==> src/rtl/led_fade_pkg.sv <==
// Shared defaults and helpers for the LED afterglow PWM stage.
// Optional feature macro: LED_FADE_GAMMA_EN (perceptual duty in each channel).
package led_fade_pkg;

    localparam int PWM_W_DEF      = 8;
    localparam int MAX_LEVEL_DEF  = (1 << PWM_W_DEF) - 1;
    localparam int DECAY_DIV_DEF  = 256;
    localparam int DECAY_STEP_DEF = 16;

    // Saturating subtraction: a level at or below the step lands on 0, never wraps.
    function automatic logic [31:0] sat_sub(input logic [31:0] level, input logic [31:0] step);
        logic [31:0] res;
        if (level > step) begin
            res = level - step;
        end else begin
            res = 32'd0;
        end
        return res;
    endfunction

endpackage

==> src/rtl/led_fade_pwm_channel.sv <==
// One LED channel: brightness level register, set/decay priority logic and
// registered PWM compare. With LED_FADE_GAMMA_EN defined the compare uses
// (level*level)>>PWM_W; otherwise the level is compared directly.
module led_fade_channel
    import led_fade_pkg::*;
#(
    parameter int PWM_W      = PWM_W_DEF,
    parameter int MAX_LEVEL  = (1 << PWM_W) - 1,
    parameter int DECAY_STEP = DECAY_STEP_DEF
) (
    input  logic             i_clk,
    input  logic             i_rst_n,
    input  logic             i_en,
    input  logic             i_set,
    input  logic             i_tick,
    input  logic [PWM_W-1:0] i_pwm_cnt,
    output logic             o_led
);

    logic [PWM_W-1:0] r_level;
    logic [PWM_W-1:0] w_next_level;
    logic [PWM_W-1:0] w_duty;
    logic             r_led;

`ifdef LED_FADE_GAMMA_EN
    localparam int SQ_W = 2 * PWM_W;
    logic [SQ_W-1:0] w_sq;
    assign w_sq   = SQ_W'(r_level) * SQ_W'(r_level);
    assign w_duty = PWM_W'(w_sq >> PWM_W);
`else
    assign w_duty = r_level;
`endif

    // Next brightness: disable clears, a set beats a decay tick, ticks decay saturating.
    always_comb begin
        w_next_level = r_level;
        if (!i_en) begin
            w_next_level = {PWM_W{1'b0}};
        end else if (i_set) begin
            w_next_level = PWM_W'(MAX_LEVEL);
        end else if (i_tick) begin
            w_next_level = PWM_W'(sat_sub(32'(r_level), 32'(DECAY_STEP)));
        end else begin
            w_next_level = r_level;
        end
    end

    // Brightness level register.
    always_ff @(posedge i_clk or negedge i_rst_n) begin
        if (!i_rst_n) begin
            r_level <= {PWM_W{1'b0}};
        end else begin
            r_level <= w_next_level;
        end
    end

    // Registered PWM compare; full level is forced solidly on.
    always_ff @(posedge i_clk or negedge i_rst_n) begin
        if (!i_rst_n) begin
            r_led <= 1'b0;
        end else begin
            r_led <= i_en & ((r_level == PWM_W'(MAX_LEVEL)) | (w_duty > i_pwm_cnt));
        end
    end

    assign o_led = r_led;

endmodule

==> src/rtl/led_fade_pwm.sv <==
// LED chaser output stage: turns each pattern bit into a PWM LED with a
// decaying afterglow. Owns the input register, PWM counter, decay prescaler
// and tick output. Optional macro LED_FADE_GAMMA_EN selects perceptual duty.
module led_fade_pwm
    import led_fade_pkg::*;
#(
    parameter int CH         = 4,
    parameter int PWM_W      = PWM_W_DEF,
    parameter int MAX_LEVEL  = (1 << PWM_W) - 1,
    parameter int DECAY_DIV  = DECAY_DIV_DEF,
    parameter int DECAY_STEP = DECAY_STEP_DEF
) (
    input  logic          clk,
    input  logic          rst_n,
    input  logic          en,
    input  logic [CH-1:0] led_in,
    output logic [CH-1:0] led_out,
    output logic          tick_o
);

    localparam int PRE_W = (DECAY_DIV > 1) ? $clog2(DECAY_DIV) : 1;

    logic [CH-1:0]    r_led_in_q;
    logic [PWM_W-1:0] r_pwm_cnt;
    logic [PRE_W-1:0] r_prescaler;
    logic             r_tick;
    logic             w_decay_tick;
    logic [CH-1:0]    w_led;

    // Gated with en so no tick is reported while the block is disabled.
    assign w_decay_tick = en & (r_prescaler == PRE_W'(DECAY_DIV - 1));

    // Sample the on-chip pattern once per cycle.
    always_ff @(posedge clk or negedge rst_n) begin
        if (!rst_n) begin
            r_led_in_q <= {CH{1'b0}};
        end else begin
            r_led_in_q <= led_in;
        end
    end

    // Free-running PWM counter, wraps naturally, parked at 0 while disabled.
    always_ff @(posedge clk or negedge rst_n) begin
        if (!rst_n) begin
            r_pwm_cnt <= {PWM_W{1'b0}};
        end else if (!en) begin
            r_pwm_cnt <= {PWM_W{1'b0}};
        end else begin
            r_pwm_cnt <= r_pwm_cnt + PWM_W'(1);
        end
    end

    // Decay prescaler 0..DECAY_DIV-1, parked at 0 while disabled.
    always_ff @(posedge clk or negedge rst_n) begin
        if (!rst_n) begin
            r_prescaler <= {PRE_W{1'b0}};
        end else if (!en) begin
            r_prescaler <= {PRE_W{1'b0}};
        end else if (w_decay_tick) begin
            r_prescaler <= {PRE_W{1'b0}};
        end else begin
            r_prescaler <= r_prescaler + PRE_W'(1);
        end
    end

    // Registered copy of the decay tick for debug and bench sync.
    always_ff @(posedge clk or negedge rst_n) begin
        if (!rst_n) begin
            r_tick <= 1'b0;
        end else begin
            r_tick <= w_decay_tick;
        end
    end

    for (genvar g = 0; g < CH; g++) begin : g_ch
        led_fade_channel #(
            .PWM_W      (PWM_W),
            .MAX_LEVEL  (MAX_LEVEL),
            .DECAY_STEP (DECAY_STEP)
        ) u_ch (
            .i_clk     (clk),
            .i_rst_n   (rst_n),
            .i_en      (en),
            .i_set     (r_led_in_q[g]),
            .i_tick    (w_decay_tick),
            .i_pwm_cnt (r_pwm_cnt),
            .o_led     (w_led[g])
        );
    end

    assign led_out = w_led;
    assign tick_o  = r_tick;

endmodule

==> config.mk <==
export PLATFORM = sky130hd
export DESIGN_NAME = led_fade_pwm
export DESIGN_NICKNAME = d
export VERILOG_FILES = /design/src/rtl/led_fade_pkg.sv /design/src/rtl/led_fade_pwm_channel.sv /design/src/rtl/led_fade_pwm.sv
export SDC_FILE = /design/constraint.sdc
export NUM_CORES = 1
export LEC_CHECK = 0
export ABC_AREA = 1
export CAP_MARGIN = 10
export CORE_ASPECT_RATIO = 0.5
export CORE_MARGIN = 5
export CORE_UTILIZATION = 32
export CTS_CLUSTER_SIZE = 20
export DETAILED_ROUTE_END_ITERATION = 12
export HOLD_SLACK_MARGIN = 0.03
export SYNTH_ARGS = -nofsm -noshare
export SYNTH_HDL_FRONTEND = slang
export SYNTH_SLANG_ARGS = --single-unit
==> constraint.sdc <==
create_clock -name clk -period 2.33 [get_ports clk]
set_input_delay 0.466 -clock clk [delete_from_list [all_inputs] [get_ports clk]]
set_output_delay 0.466 -clock clk [all_outputs]
set_load 0.01 [all_outputs]
# Yosys cells after proc, flatten, opt, wreduce, memory -nomap -nowiden

Cells that the tools add are included.

Flip-flop bits (word level): 57
Logic and storage cells: 63
Input port bits: 7

Add/sub/neg operators: 6
Equal/unequal tests: 9
Multiplexer cells: 19
Order comparisons: 8
Bitwise logic cells: 9

Operators by type and width:

| cell                                                           | number |
|---|---|
| two-way mux 8 bit                                              | 19 |
| equality test 8 bit (second input constant)                    | 5 |
| greater-than comparator 8 x 5 -> 1 bit (second input constant) | 4 |
| greater-than comparator 8 bit                                  | 4 |
| subtractor 8 x 5 -> 8 bit (second input constant)              | 4 |
| adder 8 x 1 -> 8 bit (second input constant)                   | 2 |
| inequality test 3 x 1 -> 1 bit (second input constant)         | 4 |
| bitwise AND 1 bit                                              | 5 |
| bitwise OR 1 bit                                               | 4 |

# Longest topological paths before layout

Gate-level depths: netlist of run 1.

Depth in word-level cells: 5
Gate-level depth with buffers: 11
Mapped depth without buffers: 11

# Hierarchy

Synthesis of run 1 repeated with hierarchy kept, for this count alone.

Cell total of the unflattened synthesis: 399
Area, all modules: 3,205.6 um^2

By module, submodules not included:

| module           | cells an instance | seq. area each (um^2) | area each (um^2) | times used |
|---|---|---|---|---|
| led_fade_channel | 75                | 150.1                 | 579.3            | 4 |
| led_fade_pwm     | 99                | 525.5                 | 888.4            | 1 |

# Worst setup path before layout of run 1

OpenSTA, ideal clock, no wires.

Kind: flip-flop to flip-flop
From: register r_prescaler[0]
To: register g_ch[3].u_ch.r_level[6]
Period minus slack after synthesis: 1,348 ps
Library setup time: 128 ps
Path buffers: 1
Arrival: 1,220 ps
Cell stages (with the launch flop): 8
Setup slack: 982 ps
Cells stage by stage: dfrtp_1 > ha_1 > nand2_1 > nor2_4 > nand3_4 > buf_2 > nand4_1 > nand3_1

Cells in the longest elaborated chain, start to end: 3

RTL lines:

| item                                            | RTL line                   | source |
|---|---|---|
| start: declaration                              | led_fade_pwm.sv:25         | `logic [PRE_W-1:0] r_prescaler;` |
| start signal: assignment                        | led_fade_pwm.sv:56         | `r_prescaler <= {PRE_W{1'b0}};` |
| start signal: assignment                        | led_fade_pwm.sv:58         | `r_prescaler <= {PRE_W{1'b0}};` |
| start signal: assignment                        | led_fade_pwm.sv:60         | `r_prescaler <= {PRE_W{1'b0}};` |
| equality test 8 bit                             | led_fade_pwm.sv:31         | `assign w_decay_tick = en & (r_prescaler == PRE_W'(DECAY_DIV - 1));` |
| bitwise AND 1 bit                               | led_fade_pwm.sv:31         |  |
| inequality test 3 x 1 -> 1 bit (no source line) | -                          |  |
| end signal: assignment                          | led_fade_pwm_channel.sv:51 | `r_level <= {PWM_W{1'b0}};` |
| end signal: assignment                          | led_fade_pwm_channel.sv:53 | `r_level <= w_next_level;` |
| end: declaration                                | led_fade_pwm_channel.sv:20 | `logic [PWM_W-1:0] r_level;` |

Every way passes these cells.
A chain may end at the register's enable or synchronous reset.

# Final worst setup path of run 1

From: input en
To: register g_ch[3].u_ch.r_level[2]

Cells in the longest elaborated chain, start to end: 2
Elaborated cells between the ends (all ways): 3

RTL lines:

| item                                            | RTL line           | source |
|---|---|---|
| start: declaration                              | led_fade_pwm.sv:15 | `input logic en,` |
| bitwise AND 1 bit                               | led_fade_pwm.sv:31 |  |
| inequality test 3 x 1 -> 1 bit (no source line) | -                  |  |

Parallel ways exist; a longest one is shown, timed or not.

==> key figures, run 1 <==
Run status
  • Status: complete, no violations

Detailed routing
  • Pre-antenna DRT Iters: 4
  • Wire per inst: 11.97 microns
  • Met3 Routed Length: 98 microns
  • Met1 wire length: 3305 microns
  • DRC: 0
  • Met2 wire len: 2681 microns
  • Routed via count: 2389
  • Detailed Route WL: 6127 microns
  • Initial drt markers: 202
  • Top sig layer: met4
  • Vias per cell: 4.666
  • ANT nets after route: 0

CTS
  • Post-CTS setup buffer count: 0
  • CTS Sinks: 45
  • Post-CTS sizing: 0
  • Inserted Clock Buffers: 5
  • Worst-Skew Late Latency: 280 ps
  • H-Tree Depth: 2
  • CTS clk-pin slew, worst paths: 60 ps
  • Hold-fix buffers, CTS: 0
  • CTS Buffer Depth: 2
  • Clk Tree Root Cell: clkbuf_16
  • CTS tree: yes

Worst setup path
  • Max FO, Critical Path: 10
  • CP Depth: 5
  • Reg2reg path depth: 8
  • WP data arrival: 2010 ps
  • CP max-delay cell: clkdlybuf4s50_1
  • WP data required: 2550 ps
  • Critical Path Max Stage Delay: 730 ps
  • Top delay family on crit path: buffers and inverters
  • Crit path capture: g_ch[3].u_ch.r_level[2]
  • Setup crit end kind: flop
  • Worst r2r src: r_prescaler[0]
  • Crit path cell chain: clkdlybuf4s50_1, clkinv_1, o21ai_1, nand2_1, nand2_1
  • R2R setup slack: 720 ps
  • R2R Path End: g_ch[3].u_ch.r_level[2]
  • Worst path buffer plus inverter count: 2
  • Crit Path Class: in -> reg
  • Crit. Startpoint: en
  • Crit path launch type: primary input
  • Cell mode on critical path: nand2_1

Timing
  • Tcrit/Tclk final: 76.77%
  • Setup TNS: 0 ps
  • Worst-Margin Slew: 606.3 ps
  • Max-slew violation count: 0
  • Setup violations, final: 0
  • Max_slew headroom: 59.58%
  • Final hold viol count: 0
  • Setup Skew: 5.782 ps
  • RSZ-0062 raised after global routing: no
  • F_max: 0.5590 GHz
  • Post-route minimum period: 1789 ps

Placed design
  • Placed Cells incl. Taps: 505
  • Placer Congestion: 0.7479
  • Detail Placement HPWL: 4386 microns
  • IO buf count: 11

Synth
  • Largest cells by area after synthesis: dfrtp_1 (37%), ha_1 (19%), nand2_1 (10%)
  • EDFF count, synth: 0
  • Mapped Avg Cell Area: 8.011 sq um
  • Post-synth top area share: 36.99%
  • Top-count cell post-synth: nand2_1
  • Seq cells post-synth: 45
  • Post-Syn Instances: 380
  • Synth Warn #: 0
  • Post-synthesis async set-or-reset flop share: 100.0%
  • List of most frequent post-synthesis cells: nand2_1 (83), inv_1 (52), ha_1 (46)
  • Netlist Area Pre-Place: 3044 sq um
  • Yosys top cell by area: dfrtp_1
  • Synthesized Nets: 433
  • Sequential share of the synthesized area: 36.99%
  • Unique masters post-synth: 28
  • Top_reg_cell synth: dfrtp_1

Cells and area
  • Syn-to-layout area delta: 11.88%
  • # fillers: 950
  • Layout Nets: 444
  • Finished Layout Cells: 512
  • Ant. Diodes: 0
  • Share of cells above drive strength 1: 4.859%

Floorplanning
  • Core region area: 9353 sq um
  • Initial Util: 32.55%
  • Num rows: 25
  • Overall die area: 11680 sq um
  • Die extent in x: 147.9 microns
  • Num ports: 12
  • Die Ht: 78.97 microns

Global routing
  • Initial antenna violation count: 0
  • Total global routing overflow: 0
  • Vias in the first global route: 2326
  • Largest net degree at the start of global routing: 46
  • GRT Total Usage: 11.23%
  • Global-route wire length before repair: 10850 microns

Power and ir drop
  • Leakage: 1.710 nW
  • Pwr Density: 594.6 nW/um^2
  • Max VDD drop: 0.2454 mV

Flow run
  • Max Cap Viol: 0

Hold path
  • HP Class: in -> async
-- through the flow --
step	util [%]	area, sq um	hold WS (ps)	power (W)	setup slack [ps]
final	36.41	3406	269.9	0.002025	541.2
after global routing	36.41	3406	349.9	0.002160	435.1
after CTS	36.41	3406	305.2	0.002046	547.4
after detailed placement	34.89	3263	451.3	0.001322	262.3
after global placement	34.89	3263	450.0	0.001315	290.8
after floorplan	-	3044	170.4	0.001206	982.2
-- state kept, by name (all words and copies together) (netlist names) --
name	count
tick_o	1
r_led_in_q	4
g_ch.u_ch.o_led	4
g_ch.u_ch.r_level	20
r_pwm_cnt	8
r_prescaler	8
-- where the power goes --
group	switching, W	internal, W
clock network	0.000296	0.000422
logic	0.000235	0.000171
registers	0.0000675	0.000834
total	0.000598	0.00143
-- layout make-up --
| type | instances | area, sq um | area share, % |
|---|---|---|---|
| Sequential cell | 45 | 1126 | 33.06 |
| Tap cell | 121 | 151.4 | 4.445 |
| Clock buffer | 7 | 142.6 | 4.188 |
| Inverter | 55 | 206.4 | 6.062 |
| Timing Repair Buffer | 13 | 120.1 | 3.527 |
| Multi-Input combinational cell | 271 | 1659 | 48.71 |
-- layer usage --
layer,up-vias,track usage [%]
met1,1105,15.51
li1,1264,-
met3,7,1.938
met4,0,2.488
met5,-,0
met2,13,18.59
-- cells by family after synthesis --
| group | after synthesis | share of synthesized area [%] |
|---|---|---|
| buffers and inverters | 64 | 8.508 |
| DFF | 45 | 36.99 |
| and+or+nand+nor | 179 | 26.63 |
| adders and majority gates | 46 | 18.91 |
| AOI/OAI and AO/OA | 37 | 6.371 |
| xor gates and xnor gates | 9 | 2.590 |
-- worst min-delay path by stage --
stage	startpoint	slack [ps]	end	cells past startpoint
after floorplan	rst_n	170	g_ch[0].u_ch.o_led	0
after global placement	r_prescaler[0]	450	r_prescaler[0]	1
after detailed placement	r_prescaler[0]	450	r_prescaler[0]	1
after CTS	rst_n	310	g_ch[3].u_ch.r_level[4]	2
after global routing	rst_n	350	g_ch[0].u_ch.r_level[7]	2
final	rst_n	270	r_led_in_q[1]	2
-- layout by cell type, fill, tap and decap left out, drive strengths merged --
cell	instances
clkbuf	7
nor2	34
xor2	6
clkinv	1
clkdlybuf4s50	10
nand4	15
a21oi	21
dfrtp	45
a21o	3
a31oi	1
nor3	9
nor3b	1
inv	54
o21ai	12
nand2	84
ha	46
buf	3
nor4	1
xnor2	3
nand3	34
nand3b	1
Power figures use the tool's default switching activity.
==> run 2: changes to the inputs <==
- clock period: 2.33 -> 1.7 ns (I/O delays scaled with it)
==> run 2 against run 1 <==
Clock skew fell by 3.3 ps. Final cell count rose by 1.6%. Wire length fell by 2.8%. Largest power group unchanged. Clock power rose by 31%. Clock-buffer cell count rose by 1. Via count rose by 0.71%. Utilization rose by 0.79 points. Critical path depth rose by 3. Total power rose by 35%. Sequential power rose by 37%. Global-route usage fell by 0.30 points.
==> key figures, run 2 (synthesis results as in run 1) <==
Floorplanning
  • Num rows: 25 (unchanged)
  • Die Ht: 78.97 microns (unchanged)
  • Core region area: 9353 sq um (unchanged)
  • Die extent in x: 147.9 microns (unchanged)
  • Initial Util: 32.55% (unchanged)
  • Num ports: 12 (unchanged)
  • Overall die area: 11680 sq um (unchanged)

Timing
  • Hold Slack: 459.7 ps (was 269.9 ps)
  • F_max: 0.6247 GHz
  • Worst-Margin Slew: 464.3 ps (was 606.3 ps)
  • Final setup margin: 99.13 ps (was 541.2 ps)
  • Tcrit/Tclk final: 94.17%
  • Max-slew violation count: 0 (unchanged)
  • RSZ-0062 raised after global routing: yes (was no)
  • Final hold viol count: 0 (unchanged)
  • Post-route minimum period: 1601 ps
  • Setup violations, final: 0 (unchanged)
  • Setup Skew: 2.469 ps (was 5.782 ps)
  • Max_slew headroom: 69.05% (was 59.58%)

Worst setup path
  • Reg2reg path depth: 8 (unchanged)
  • R2R setup slack: 100 ps (was 720 ps)
  • Crit path launch type: flop (was primary input)
  • Crit path capture: g_ch[3].u_ch.r_level[2] (unchanged)
  • WP data arrival: 1770 ps (was 2010 ps)
  • Max FO, Critical Path: 16 (was 10)
  • Crit Path Class: reg -> reg (was in -> reg)
  • WP data required: 1870 ps (was 2550 ps)
  • R2R Path End: g_ch[3].u_ch.r_level[2] (unchanged)
  • Worst r2r src: r_prescaler[0] (unchanged)
  • Setup crit end kind: flop (unchanged)
  • Crit. Startpoint: r_prescaler[0] (was en)

Detailed routing
  • Routed via count: 2406 (was 2389)
  • DRC: 0 (unchanged)
  • Detailed Route WL: 5956 microns (was 6127 microns)
  • Wire per inst: 11.45 microns (was 11.97 microns)
  • Pre-antenna DRT Iters: 4 (unchanged)
  • Initial drt markers: 164 (was 202)
  • Vias per cell: 4.627 (was 4.666)
  • ANT nets after route: 0 (unchanged)

Placed design
  • Detail Placement HPWL: 4368 microns (was 4386 microns)
  • IO buf count: 11 (unchanged)
  • Placer Congestion: 0.7790 (was 0.7479)
  • Worst slack, placed: -80.43 ps (was 262.3 ps)
  • Placed instance area: 3311 sq um (was 3263 sq um)

Cells and area
  • Share of cells above drive strength 1: 6.015% (was 4.859%)
  • Max FFs per register: 20 (unchanged)
  • Syn-to-layout area delta: 14.30% (was 11.88%)
  • Most frequent cells in the layout: nand2_1 (83), inv_1 (52), ha_1 (46), dfrtp_1 (45), nand3_1 (32) (unchanged)
  • Final instance area: 3480 sq um (was 3406 sq um)
  • Most flop-heavy register: g_ch.u_ch.r_level (unchanged)
  • Commonest non-fill, non-tap cell in the layout: nand2_1 (unchanged)
  • Ant. Diodes: 0 (unchanged)
  • Final Core Density: 37.20% (was 36.41%)
  • Layout Nets: 451 (was 444)
  • Largest regs: g_ch.u_ch.r_level: 20 flops, r_prescaler: 8 flops, r_pwm_cnt: 8 flops (unchanged)

Hold path
  • HP Class: reg -> reg (was in -> async)

CTS
  • H-Tree Depth: 2 (unchanged)
  • Worst-Skew Late Latency: 280 ps (about the same)
  • CTS Buffer Depth: 2 (unchanged)
  • CTS tree: yes (unchanged)
  • Clk Tree Root Cell: clkbuf_16 (unchanged)
  • CTS Sinks: 45 (unchanged)
  • Inserted Clock Buffers: 5 (unchanged)
  • CTS clk-pin slew, worst paths: 60 ps (about the same)

Power and ir drop
  • Max VDD drop: 0.4020 mV (was 0.2454 mV)
  • Pwr Density: 785.7 nW/um^2 (was 594.6 nW/um^2)
  • Leakage: 1.745 nW (was 1.710 nW)
  • Power after layout: 0.002734 W (was 0.002025 W)

Run status
  • Status: complete, no violations (unchanged)

Global routing
  • Largest net degree at the start of global routing: 32 (was 46)
  • Most used routing layer: met2 (unchanged)
  • GRT met3 Usage: 2.052% (was 1.938%)
  • Total global routing overflow: 0 (unchanged)
  • Met2 usage: 16.90% (was 18.59%)
  • Initial antenna violation count: 0 (unchanged)
  • Vias in the first global route: 2234 (was 2326)
  • GRT met1 Usage: 15.18% (was 15.51%)
  • GRT Total Usage: 10.92% (was 11.23%)
  • Global-route wire length before repair: 10470 microns (was 10850 microns)

Flow run
  • Max Cap Viol: 0 (unchanged)
-- run 2: area by class of cell --
type | instances | area [sq um]
tap | 121 | 151.4
timing repair buffer | 20 | 200.2
clock buffer | 8 | 136.4
sequential | 45 | 1126
fill | 929 | 5873
inverter | 55 | 206.4
multi-input combinational | 271 | 1659
-- run 2: critical path: stages, from the launching register on --
cell and delay, ps:
dfrtp_1 370, ha_1 180, nand2_1 130, nor2_4 160, nand3_4 240, nand2_2 210, o21ai_1 90, nand2_1 60
nand2_1 40
-- run 2: power by group --
| group | switching, W | total (W) | internal (W) | leakage [nW] |
|---|---|---|---|---|
| clock | 0.000389 | 0.000937 | 0.000547 | 0.0652 |
| combinational | 0.000320 | 0.000567 | 0.000247 | 1.10 |
| sequential | 0.0000872 | 0.00123 | 0.00114 | 0.578 |
| total | 0.000797 | 0.00273 | 0.00194 | 1.75 |
-- run 2: metrics by stage --
| step | setup TNS [ps] | std cells |
|---|---|---|
| after floorplan | 0 | 380 |
| after detailed placement | -558.5 | 508 |
| after CTS | 0 | 517 |
| after global placement | -111.7 | 508 |
| final | 0 | 520 |
| after global routing | -160.8 | 520 |
-- run 2: timing repair --
item	CTS	global route
buffers inserted	0	3
resized for setup	0	1
hold buffers	1	0
setup endpoints to repair	0	20
hold endpoints to repair	18	0
-- run 2: worst min path at each step --
stage	to	start	cells past startpoint
finish	r_prescaler[0]	r_prescaler[0]	1
global route	r_prescaler[0]	r_prescaler[0]	1
CTS	r_prescaler[0]	r_prescaler[0]	1
detailed placement	r_prescaler[1]	rst_n	1
global placement	r_prescaler[1]	rst_n	1
floorplan	g_ch[0].u_ch.o_led	rst_n	0
-- run 2: metal layers --
layer  vias up  routed length [microns]
met5         -                        0
met4         0                      120
met3        10                      117
met2        23                     2509
met1      1088                     3209
li1       1285                        -
==> run 3: changes to the inputs <==
- SLEW_MARGIN: not set -> 15
- SYNTH_HIERARCHICAL: not set -> 1
==> run 3 against run 2 <==
Setup slack worse by 49 ps. Clock skew up 3.1 ps. Final cell count up 9.6%. Via count up 4.4%. Sequential power up 7%. Sequential share of layout area down 3.0 points. Flip-flop and latch count unchanged. Die area up 4.8%. Largest power group unchanged.
==> key figures, run 3 <==
Run status
  • Status: complete, no violations (unchanged)

CTS
  • CTS clk-pin slew, worst paths: 60 ps (about the same)
  • CTS tree: yes (unchanged)
  • Inserted Clock Buffers: 5 (unchanged)
  • H-Tree Depth: 2 (unchanged)
  • Worst-Skew Late Latency: 290 ps (was 280 ps)
  • Clk Tree Root Cell: clkbuf_16 (unchanged)
  • CTS Sinks: 45 (unchanged)
  • CTS Buffer Depth: 2 (unchanged)

Worst setup path
  • Crit path launch type: flop (unchanged)
  • Reg2reg path depth: 11 (was 8)
  • WP data arrival: 1820 ps (was 1770 ps)
  • Setup crit end kind: flop (unchanged)
  • Max FO, Critical Path: 3 (was 16)
  • WP data required: 1870 ps (about the same)
  • Crit Path Class: reg -> reg (unchanged)

Timing
  • Setup violations, final: 0 (unchanged)
  • RSZ-0062 raised after global routing: yes (unchanged)
  • Tcrit/Tclk final: 97.02% (was 94.17%)
  • Post-route minimum period: 1649 ps (was 1601 ps)
  • Max_slew headroom: 72.64% (was 69.05%)
  • Final setup margin: 50.62 ps (was 99.13 ps)
  • Worst-Margin Slew: 410.4 ps (was 464.3 ps)
  • Setup TNS: 0 ps (unchanged)
  • Final hold viol count: 0 (unchanged)
  • Setup Skew: 5.549 ps (was 2.469 ps)
  • Hold Slack: 486.7 ps (was 459.7 ps)
  • F_max: 0.6063 GHz (was 0.6247 GHz)
  • Max-slew violation count: 0 (unchanged)

Global routing
  • Global-route wire length before repair: 10740 microns (was 10470 microns)
  • Initial antenna violation count: 0 (unchanged)
  • Vias in the first global route: 2420 (was 2234)
  • GRT Total Usage: 11.06% (was 10.92%)
  • Largest net degree at the start of global routing: 30 (was 32)
  • Total global routing overflow: 0 (unchanged)

Placed design
  • Placed instance area: 3590 sq um (was 3311 sq um)
  • IO buf count: 11 (unchanged)
  • Placer Congestion: 0.7751 (was 0.7790)
  • Worst slack, placed: -138.0 ps (was -80.43 ps)
  • Detail Placement HPWL: 4717 microns (was 4368 microns)

Detailed routing
  • DRC: 0 (unchanged)
  • Pre-antenna DRT Iters: 4 (unchanged)
  • Detailed Route WL: 6184 microns (was 5956 microns)
  • Routed via count: 2512 (was 2406)
  • Vias per cell: 4.407 (was 4.627)
  • Wire per inst: 10.85 microns (was 11.45 microns)
  • ANT nets after route: 0 (unchanged)
  • Initial drt markers: 126 (was 164)

Synth
  • Post-synthesis async set-or-reset flop share: 100.0% (unchanged)
  • Top-count cell post-synth: inv_1 (was nand2_1)
  • Unique masters post-synth: 21 (was 28)
  • Netlist Area Pre-Place: 3206 sq um (was 3044 sq um)
  • List of most frequent post-synthesis cells: inv_1 (73), nand2_1 (72), ha_1 (46) (was nand2_1 (83), inv_1 (52), ha_1 (46))
  • Synthesized Nets: 452 (was 433)
  • Mapped Avg Cell Area: 8.034 sq um (was 8.011 sq um)
  • Top_reg_cell synth: dfrtp_1 (unchanged)
  • Yosys top cell by area: dfrtp_1 (unchanged)
  • EDFF count, synth: 0 (unchanged)
  • Seq cells post-synth: 45 (unchanged)
  • Largest cells by area after synthesis: dfrtp_1 (35%), ha_1 (18%), inv_1 (8.5%) (was dfrtp_1 (37%), ha_1 (19%), nand2_1 (10%))
  • Sequential share of the synthesized area: 35.13% (was 36.99%)
  • Post-synth top area share: 35.13% (was 36.99%)
  • Post-Syn Instances: 399 (was 380)
  • Synth Warn #: 6 (was 0)

Cells and area
  • Syn-to-layout area delta: 19.44% (was 14.30%)
  • Max FFs per register: 20 (unchanged)
  • Most frequent cells in the layout: nand2_1 (72), inv_1 (72), ha_1 (45), dfrtp_1 (45), nor2_1 (37) (was nand2_1 (83), inv_1 (52), ha_1 (46), dfrtp_1 (45), nand3_1 (32))
  • Layout Nets: 487 (was 451)
  • Final Core Density: 39.87% (was 37.20%)
  • Largest regs: g_ch.u_ch/r_level: 20 flops, r_prescaler: 8 flops, r_pwm_cnt: 8 flops (was g_ch.u_ch.r_level: 20 flops, r_prescaler: 8 flops, r_pwm_cnt: 8 flops)
  • Final instance area: 3829 sq um (was 3480 sq um)
  • Share of cells above drive strength 1: 15.17% (was 6.015%)
  • Most flop-heavy register: g_ch.u_ch/r_level (was g_ch.u_ch.r_level)
  • Ant. Diodes: 0 (unchanged)

Floorplanning
  • Core region area: 9603 sq um (was 9353 sq um)
  • Num rows: 25 (unchanged)
  • Initial Util: 33.38% (was 32.55%)
  • Die Ht: 80.77 microns (was 78.97 microns)
  • Num ports: 12 (unchanged)
  • Overall die area: 12240 sq um (was 11680 sq um)
  • Die extent in x: 151.5 microns (was 147.9 microns)

Power and ir drop
  • Max VDD drop: 0.4313 mV (was 0.4020 mV)
  • Leakage: 1.884 nW (was 1.745 nW)
  • Pwr Density: 866.4 nW/um^2 (was 785.7 nW/um^2)

Hold path
  • HP Class: in -> reg (was reg -> reg)
  • Hold-critical path depth: 1 (unchanged)

Flow run
  • Max Cap Viol: 0 (unchanged)
==> run 3: layout make-up <==
| type | instances | area [sq um] |
|---|---|---|
| fillers | 987 | 5774 |
| multi-input cells | 272 | 1790 |
| flip-flops and latches | 45 | 1126 |
| clock inverters | 2 | 37.54 |
| inverters | 81 | 304.0 |
| repair buffers | 29 | 262.8 |
| well taps | 135 | 168.9 |
| clock buffers | 6 | 138.9 |
==> run 3: worst paths after layout <==
kind	from	to	slack (ps)
worst max register to register	r_prescaler[1]	g_ch[0].u_ch/r_level[5]	50
worst max-delay path	r_prescaler[1]	g_ch[0].u_ch/r_level[5]	50
max in group asynchronous	rst_n	r_pwm_cnt[2]	680
worst min-delay path	led_in[0]	r_led_in_q[0]	490
worst min register to register	r_prescaler[6]	r_prescaler[6]	520
min in group asynchronous	rst_n	r_prescaler[5]	520
==> run 3: logic make-up after synthesis <==
group,after synthesis,synth area share [%]
AO/OA/AOI/OAI,63,12.10
XOR/XNOR,9,2.459
adder cells (fa/ha/maj),46,17.95
buffers and inverters,82,9.719
flip-flops,45,35.13
AND/OR/NAND/NOR,154,22.64
==> run 3: power breakdown <==
group	internal, W	switching (W)	total [W]
combinational	0.000394	0.000472	0.000866
sequential	0.00118	0.000127	0.00131
clock	0.000733	0.000407	0.00114
total	0.00231	0.00101	0.00332
==> run 3: worst max-delay path: stages, from the launching register on <==
cell	delay (ps)
dfrtp_1	380
ha_2	190
nand2_2	110
nor2_4	60
nand3_2	70
inv_2	50
buf_6	120
nor2_4	100
inv_2	40
or2_4	270
nand2_4	80
o21bai_1	70
==> run 3: stage by stage <==
stage               power (W)  cells
global placement     0.002175    558
global route         0.003562    570
CTS                  0.003356    567
detailed placement   0.002187    558
floorplan            0.001928    399
finish               0.003317    570
==> run 3: layer usage <==
metal | up-vias | wire (microns) | global-route usage, %
met1 | 1145 | 3058 | 14.05
met4 | 0 | 84 | 3.763
li1 | 1336 | - | -
met2 | 24 | 2800 | 18.59
met3 | 7 | 240 | 2.731
met5 | - | 0 | 0
==> run 3: timing repair <==
item,4_1_cts,5_1_grt
endpoints found under the setup margin,8,17
setup buffers,0,3
endpoints found under the hold margin,16,0
resized for setup,1,7
hold buffers,1,0
pin swaps,0,8
